## src/rtl/jtag_pkg.sv

```systemverilog
// rtl/jtag_pkg.sv - TAP state encoding and branch-membership constants
package jtag_pkg;

  localparam int TAP_STATE_W = 4;

  // Standard 1149.1 state encodings
  typedef enum logic [TAP_STATE_W-1:0] {
    EX2_DR = 4'h0,
    EX1_DR = 4'h1,
    SH_DR  = 4'h2,
    PAU_DR = 4'h3,
    SEL_IR = 4'h4,
    UPD_DR = 4'h5,
    CAP_DR = 4'h6,
    SEL_DR = 4'h7,
    EX2_IR = 4'h8,
    EX1_IR = 4'h9,
    SH_IR  = 4'hA,
    PAU_IR = 4'hB,
    RTI    = 4'hC,
    UPD_IR = 4'hD,
    CAP_IR = 4'hE,
    TLR    = 4'hF
  } tap_state_t;

  // One bit per state code: set when that state belongs to the branch.
  // IR branch: SEL_IR, EX2_IR, EX1_IR, SH_IR, PAU_IR, UPD_IR, CAP_IR
  localparam logic [15:0] IR_BRANCH = 16'h6F10;
  // DR branch: EX2_DR, EX1_DR, SH_DR, PAU_DR, UPD_DR, CAP_DR, SEL_DR
  localparam logic [15:0] DR_BRANCH = 16'h00EF;

endpackage

```

## src/rtl/jtag_tap_fsm.sv

```systemverilog
// rtl/jtag_tap_fsm.sv - 16-state TAP state register and next-state logic
module jtag_tap_fsm
  import jtag_pkg::*;
(
  input  logic       tck,
  input  logic       rst,
  input  logic       tms,
  output tap_state_t state
);

  tap_state_t state_q;
  tap_state_t state_d;

  // State register: advances on TCK rise, asynchronously forced to TLR
  always_ff @(posedge tck or posedge rst) begin
    if (rst) state_q <= TLR;
    else     state_q <= state_d;
  end

  // Next state from TMS; the IR branch mirrors the DR branch
  always_comb begin
    state_d = state_q;
    case (state_q)
      TLR:     state_d = tms ? TLR    : RTI;
      RTI:     state_d = tms ? SEL_DR : RTI;
      SEL_DR:  state_d = tms ? SEL_IR : CAP_DR;
      CAP_DR:  state_d = tms ? EX1_DR : SH_DR;
      SH_DR:   state_d = tms ? EX1_DR : SH_DR;
      EX1_DR:  state_d = tms ? UPD_DR : PAU_DR;
      PAU_DR:  state_d = tms ? EX2_DR : PAU_DR;
      EX2_DR:  state_d = tms ? UPD_DR : SH_DR;
      UPD_DR:  state_d = tms ? SEL_DR : RTI;
      SEL_IR:  state_d = tms ? TLR    : CAP_IR;
      CAP_IR:  state_d = tms ? EX1_IR : SH_IR;
      SH_IR:   state_d = tms ? EX1_IR : SH_IR;
      EX1_IR:  state_d = tms ? UPD_IR : PAU_IR;
      PAU_IR:  state_d = tms ? EX2_IR : PAU_IR;
      EX2_IR:  state_d = tms ? UPD_IR : SH_IR;
      UPD_IR:  state_d = tms ? SEL_DR : RTI;
      default: state_d = TLR;
    endcase
  end

  assign state = state_q;

endmodule

```

## src/rtl/jtag_tap_controller.sv

```systemverilog
// rtl/jtag_tap_controller.sv - TAP controller top: FSM, falling-edge strobes, clock gating
module jtag_tap_controller
  import jtag_pkg::*;
#(
  parameter int STATE_W = TAP_STATE_W
) (
  input  logic               TCK,
  input  logic               Reset,
  input  logic               TMS,
  output logic [STATE_W-1:0] State,
  output logic               ShiftIR,
  output logic               ClockIR,
  output logic               UpdateIR,
  output logic               ShiftDR,
  output logic               ClockDR,
  output logic               UpdateDR,
  output logic               TapReset,
  output logic               Select,
  output logic               Enable
);

  tap_state_t state;

  logic tap_reset_q, tap_reset_d;
  logic shift_ir_q,  shift_ir_d;
  logic shift_dr_q,  shift_dr_d;
  logic update_ir_q, update_ir_d;
  logic update_dr_q, update_dr_d;
  logic select_q,    select_d;
  logic enable_q,    enable_d;
  logic ir_clk_en_q, ir_clk_en_d;
  logic dr_clk_en_q, dr_clk_en_d;

  jtag_tap_fsm u_fsm (
    .tck   (TCK),
    .rst   (Reset),
    .tms   (TMS),
    .state (state)
  );

  // Decode the strobes from the current state; registered on TCK fall below
  always_comb begin
    tap_reset_d = (state == TLR);
    shift_ir_d  = (state == SH_IR);
    shift_dr_d  = (state == SH_DR);
    update_ir_d = (state == UPD_IR);
    update_dr_d = (state == UPD_DR);
    select_d    = IR_BRANCH[state];
    enable_d    = (state == SH_IR) || (state == SH_DR);
    ir_clk_en_d = (state == CAP_IR) || (state == SH_IR);
    dr_clk_en_d = (state == CAP_DR) || (state == SH_DR);
  end

  // Falling-edge strobe registers: change half a cycle after the state does,
  // so each strobe is glitch-free; reset drives the TLR values immediately
  always_ff @(negedge TCK or posedge Reset) begin
    if (Reset) begin
      tap_reset_q <= 1'b1;
      shift_ir_q  <= 1'b0;
      shift_dr_q  <= 1'b0;
      update_ir_q <= 1'b0;
      update_dr_q <= 1'b0;
      select_q    <= 1'b0;
      enable_q    <= 1'b0;
      ir_clk_en_q <= 1'b0;
      dr_clk_en_q <= 1'b0;
    end else begin
      tap_reset_q <= tap_reset_d;
      shift_ir_q  <= shift_ir_d;
      shift_dr_q  <= shift_dr_d;
      update_ir_q <= update_ir_d;
      update_dr_q <= update_dr_d;
      select_q    <= select_d;
      enable_q    <= enable_d;
      ir_clk_en_q <= ir_clk_en_d;
      dr_clk_en_q <= dr_clk_en_d;
    end
  end

  // Gated register clocks idle high and follow TCK only while capturing/shifting
  assign ClockIR  = TCK | ~ir_clk_en_q;
  assign ClockDR  = TCK | ~dr_clk_en_q;

  assign State    = state;
  assign ShiftIR  = shift_ir_q;
  assign ShiftDR  = shift_dr_q;
  assign UpdateIR = update_ir_q;
  assign UpdateDR = update_dr_q;
  assign TapReset = tap_reset_q;
  assign Select   = select_q;
  assign Enable   = enable_q;

endmodule

```

## config.mk

```make
export PLATFORM = sky130hd
export DESIGN_NAME = jtag_tap_controller
export DESIGN_NICKNAME = d
export VERILOG_FILES = /design/src/rtl/jtag_pkg.sv /design/src/rtl/jtag_tap_fsm.sv /design/src/rtl/jtag_tap_controller.sv
export SDC_FILE = /design/constraint.sdc
export NUM_CORES = 1
export LEC_CHECK = 0
export BUFFER_PORTS_ARGS = -buffer_cell sky130_fd_sc_hd__buf_2
export CORE_MARGIN = 2
export CORE_UTILIZATION = 40
export DETAILED_ROUTE_END_ITERATION = 7
export PLACE_DENSITY = 0.72
export SLEW_MARGIN = 0
export SYNTH_ARGS = -nofsm -noshare
export SYNTH_HDL_FRONTEND = slang
export SYNTH_SLANG_ARGS = --single-unit
export TNS_END_PERCENT = 100
```

## constraint.sdc

```tcl
create_clock -name TCK -period 2.2 [get_ports TCK]
set_input_delay 0.66 -clock TCK [delete_from_list [all_inputs] [get_ports TCK]]
set_output_delay 0.66 -clock TCK [all_outputs]
set_load 0.01 [all_outputs]
```

==> impl_metrics.py <==
metrics = {
    "clocking": {
        "ctsHoldBuffers": 0,
        "clock_insertion_delay_worst_skew_ns": 0.33,
        "cell_at_the_root_of_the_clock_tree": "sky130_fd_sc_hd__clkbuf_4",
        "clkTransAtPathRegs_ns": 0.09,
        "cts-htree-levels": 1,
        "cts_inserted_buffers": 3,
        "cts_tree": "done",
        "ctsLongestPathBuffers": 2,
    },
    "routing": {
        "routed_wirelength_mm": 1.53,
        "drtIter0Drc": 13,
        "wl_per_cell_um": 13.5,
        "vias_per_cell": 5.27,
        "first_pass_iters": 4,
        "route.detailed.drc": 0,
        "routed-via-count": 596,
        "ant_nets": 0,
    },
    "timing": {
        "max_slew_margin_pct": 86.3,
        "drv_slew": 0,
        "final_hold_viol_count": 0,
        "finalClockSkew_ns": 0.0580,
        "fin_ws_ns": -0.503,
        "number_of_setup_violations_in_the_final_report": 12,
        "setup-tns-final_ns": -3.51,
        "worstMarginPinSlew_ns": 0.204,
        "rsz_0062_raised_after_global_routing": "true",
    },
    "final_layout": {
        "area_growth_pct": 46.4,
        "antenna_cells": 0,
        "drive_above_1_share_pct": 52.6,
        "fin_util_pct": 64.0,
        "final-instance-count-excl-fill": 113,
        "final_net_count": 105,
    },
    "floorplan": {
        "fp.dieArea_mm2": 0.00205,
        "floorplan.die.height_um": 45.3,
        "placementRows": 14,
        "initial_core_utilization_pct": 43.7,
        "io_pins": 16,
        "die_w_um": 45.3,
        "fp.coreArea_mm2": 0.00156,
    },
    "outcome": {
        "violations": "negative setup slack",
        "run_status": "finished with violations",
    },
    "power": {
        "pwr_density_cell_mw_per_mm2": 1640,
        "p_total_uw": 1630,
        "vdd_drop_max_uv": 785,
        "leakage_uw": 0.000497,
    },
    "yosys": {
        "postSynthNetCount": 73,
        "synth.yosys.seq_area_share_pct": 48.6,
        "asyncSetResetFlopFracSynth_pct": 100,
        "dominantRegCellSynth": "sky130_fd_sc_hd__dfrtn_1",
        "synth_largest_area_cell": "sky130_fd_sc_hd__dfrtn_1",
        "synth_edf_count": 0,
        "synthesis.instances": 66,
        "ys_warn_count": 0,
        "yosys_register_bits": 13,
        "synth_largest_type_area_fraction_pct": 29.4,
        "synthDistinctLibCells": 27,
        "synthesis.area_um2": 682,
        "synthesis.area_per_instance_um2": 10.3,
        "synth.area.top_cells": "sky130_fd_sc_hd__dfrtn_1, sky130_fd_sc_hd__dfstp_2, sky130_fd_sc_hd__ha_1",
    },
    "placement": {
        "dp_worst_slack_ns": -0.161,
        "numPortBuffers": 15,
        "gp_routability_congestion": 0.797,
        "dp.cells": 105,
        "hpwlAfterDp_mm": 1.08,
    },
    "worst_setup_path": {
        "critical_path.reg2reg.endpoint": "Select$_DFF_NP0_",
        "cell_by_cell_trace_of_the_critical_path": "buf_6",
        "path_buf_inv": 1,
        "crit_slowest_cell": "sky130_fd_sc_hd__dfstp_2",
        "worstSetupEndpointType": "primary output",
        "start_kind": "flop",
        "setup.reg_to_reg.worst_slack_ns": -0.11,
        "reg2reg_from": "u_fsm.state[0]$_DFF_PP1_",
        "worst-endpoint-arrival_ns": 2.04,
        "worst_r2r_path_depth": 4,
        "worst-path-max-fanout": 1,
        "worst_setup_path_startpoint": "TapReset$_DFF_NP1_",
        "worst-endpoint-required_ns": 1.54,
        "crit_type": "flop to primary output",
        "worst_path_largest_cell_delay_ns": 0.52,
        "top_cell_family_by_delay_on_the_critical_path": "flip-flops",
    },
    "global_routing": {
        "groute.usage.overall_pct": 17.1,
        "grt_antenna_before_repair": 0,
        "grt_max_degree": 17,
        "grt_pass1_wl_mm": 2.49,
        "globalRoute.totalOverflow": 0,
        "first_global_vias": 560,
    },
    "hold_path": {
        "timing.hold.worst.class": "primary input to asynchronous set/reset pin",
    },
    "run": {
        "maxCapViolCount": 0,
    },
}
[flip-flops by register name, indices dropped and copies added (netlist names)]
| register | flops |
|---|---|
| Select | 1 |
| u_fsm.state | 4 |
| UpdateDR | 1 |
| ShiftDR | 1 |
| dr_clk_en_q | 1 |
| ShiftIR | 1 |
| TapReset | 1 |
| ir_clk_en_q | 1 |
| UpdateIR | 1 |
| Enable | 1 |
[worst max-delay path by stage]
stage                       endpoint  slack [ns]  cells past startpoint
finish                      TapReset       -0.50                      1
global route                TapReset       -0.53                      1
CTS                         TapReset       -0.50                      1
detailed placement          TapReset       -0.16                      1
global placement            TapReset       -0.16                      1
floorplan           Select$_DFF_NP0_       -0.14                      4
[through the flow]
step | cell area, um^2 | hold slack (ns)
6_report | 998 | 0.482
3_3_place_gp | 865 | 0.699
4_1_cts | 972 | 0.492
2_1_floorplan | 712 | 0.657
5_1_grt | 998 | 0.531
3_5_place_dp | 865 | 0.703
[cell usage in the layout (no fill, tap or decap), types with 3 or more instances in the layout]
cell / netlist / final
sky130_fd_sc_hd__buf_6: 1 / 4
sky130_fd_sc_hd__inv_1: 6 / 5
sky130_fd_sc_hd__dfstp_2: 5 / 5
sky130_fd_sc_hd__dfrtn_1: 8 / 8
sky130_fd_sc_hd__and3_1: 3 / 3
sky130_fd_sc_hd__nor2_1: 5 / 5
sky130_fd_sc_hd__buf_2: 0 / 11
sky130_fd_sc_hd__nand2_1: 5 / 3
sky130_fd_sc_hd__nor2b_1: 3 / 3
sky130_fd_sc_hd__clkbuf_4: 0 / 3
sky130_fd_sc_hd__o21ai_0: 6 / 5
sky130_fd_sc_hd__buf_4: 0 / 14
[cells by family after synthesis]
family | after synthesis | share of synthesized area [%]
flip-flops | 13 | 48.6
AND/OR/NAND/NOR | 22 | 17.4
buffers and inverters | 10 | 6.61
AO/OA/AOI/OAI | 15 | 16.7
multiplexers | 2 | 3.30
adder cells (fa/ha/maj) | 4 | 7.34
[synthesized netlist by cell type, types with 2 or more instances]
library cell / number
sky130_fd_sc_hd__dfrtn_1: 8
sky130_fd_sc_hd__o31a_1: 2
sky130_fd_sc_hd__dfstp_2: 5
sky130_fd_sc_hd__ha_1: 4
sky130_fd_sc_hd__inv_1: 6
sky130_fd_sc_hd__nor2_1: 5
sky130_fd_sc_hd__and3_1: 3
sky130_fd_sc_hd__nor2b_1: 3
sky130_fd_sc_hd__nand2_1: 5
sky130_fd_sc_hd__o21ai_0: 6
sky130_fd_sc_hd__clkbuf_1: 3
[per-layer routing]
metal / vias to the layer above / wire (um) / global-route usage, %
li1: 291 / - / -
met1: 277 / 669 / 22.6
met2: 26 / 753 / 26.0
met3: 2 / 74 / 2.40
met4: 0 / 27 / 11.2
met5: - / 0 / 0
[area by class of cell]
cell class                      instances  area [um^2]
Tap cell                               16         20.0
Multi-Input combinational cell         43          357
Fill cell                             124          561
Clock inverter                          4         41.3
Clock buffer                            5         45.0
Timing Repair Buffer                   27          183
Inverter                                5         21.3
Sequential cell                        13          332
[repair_timing]
item                       4_1_cts  5_1_grt
pin swaps                        2        1
setup endpoints to repair       16       17
buffers inserted                 1        1
resized for setup                9        3
cloned                           0        0
[report_power, final]
group	switching (uW)	leakage, uW	internal, uW	total, uW
combinational	444	0.000279	443	887
clock	122	0.0000585	214	336
sequential	49.6	0.000160	361	411
(Power assumes the default switching activity.)
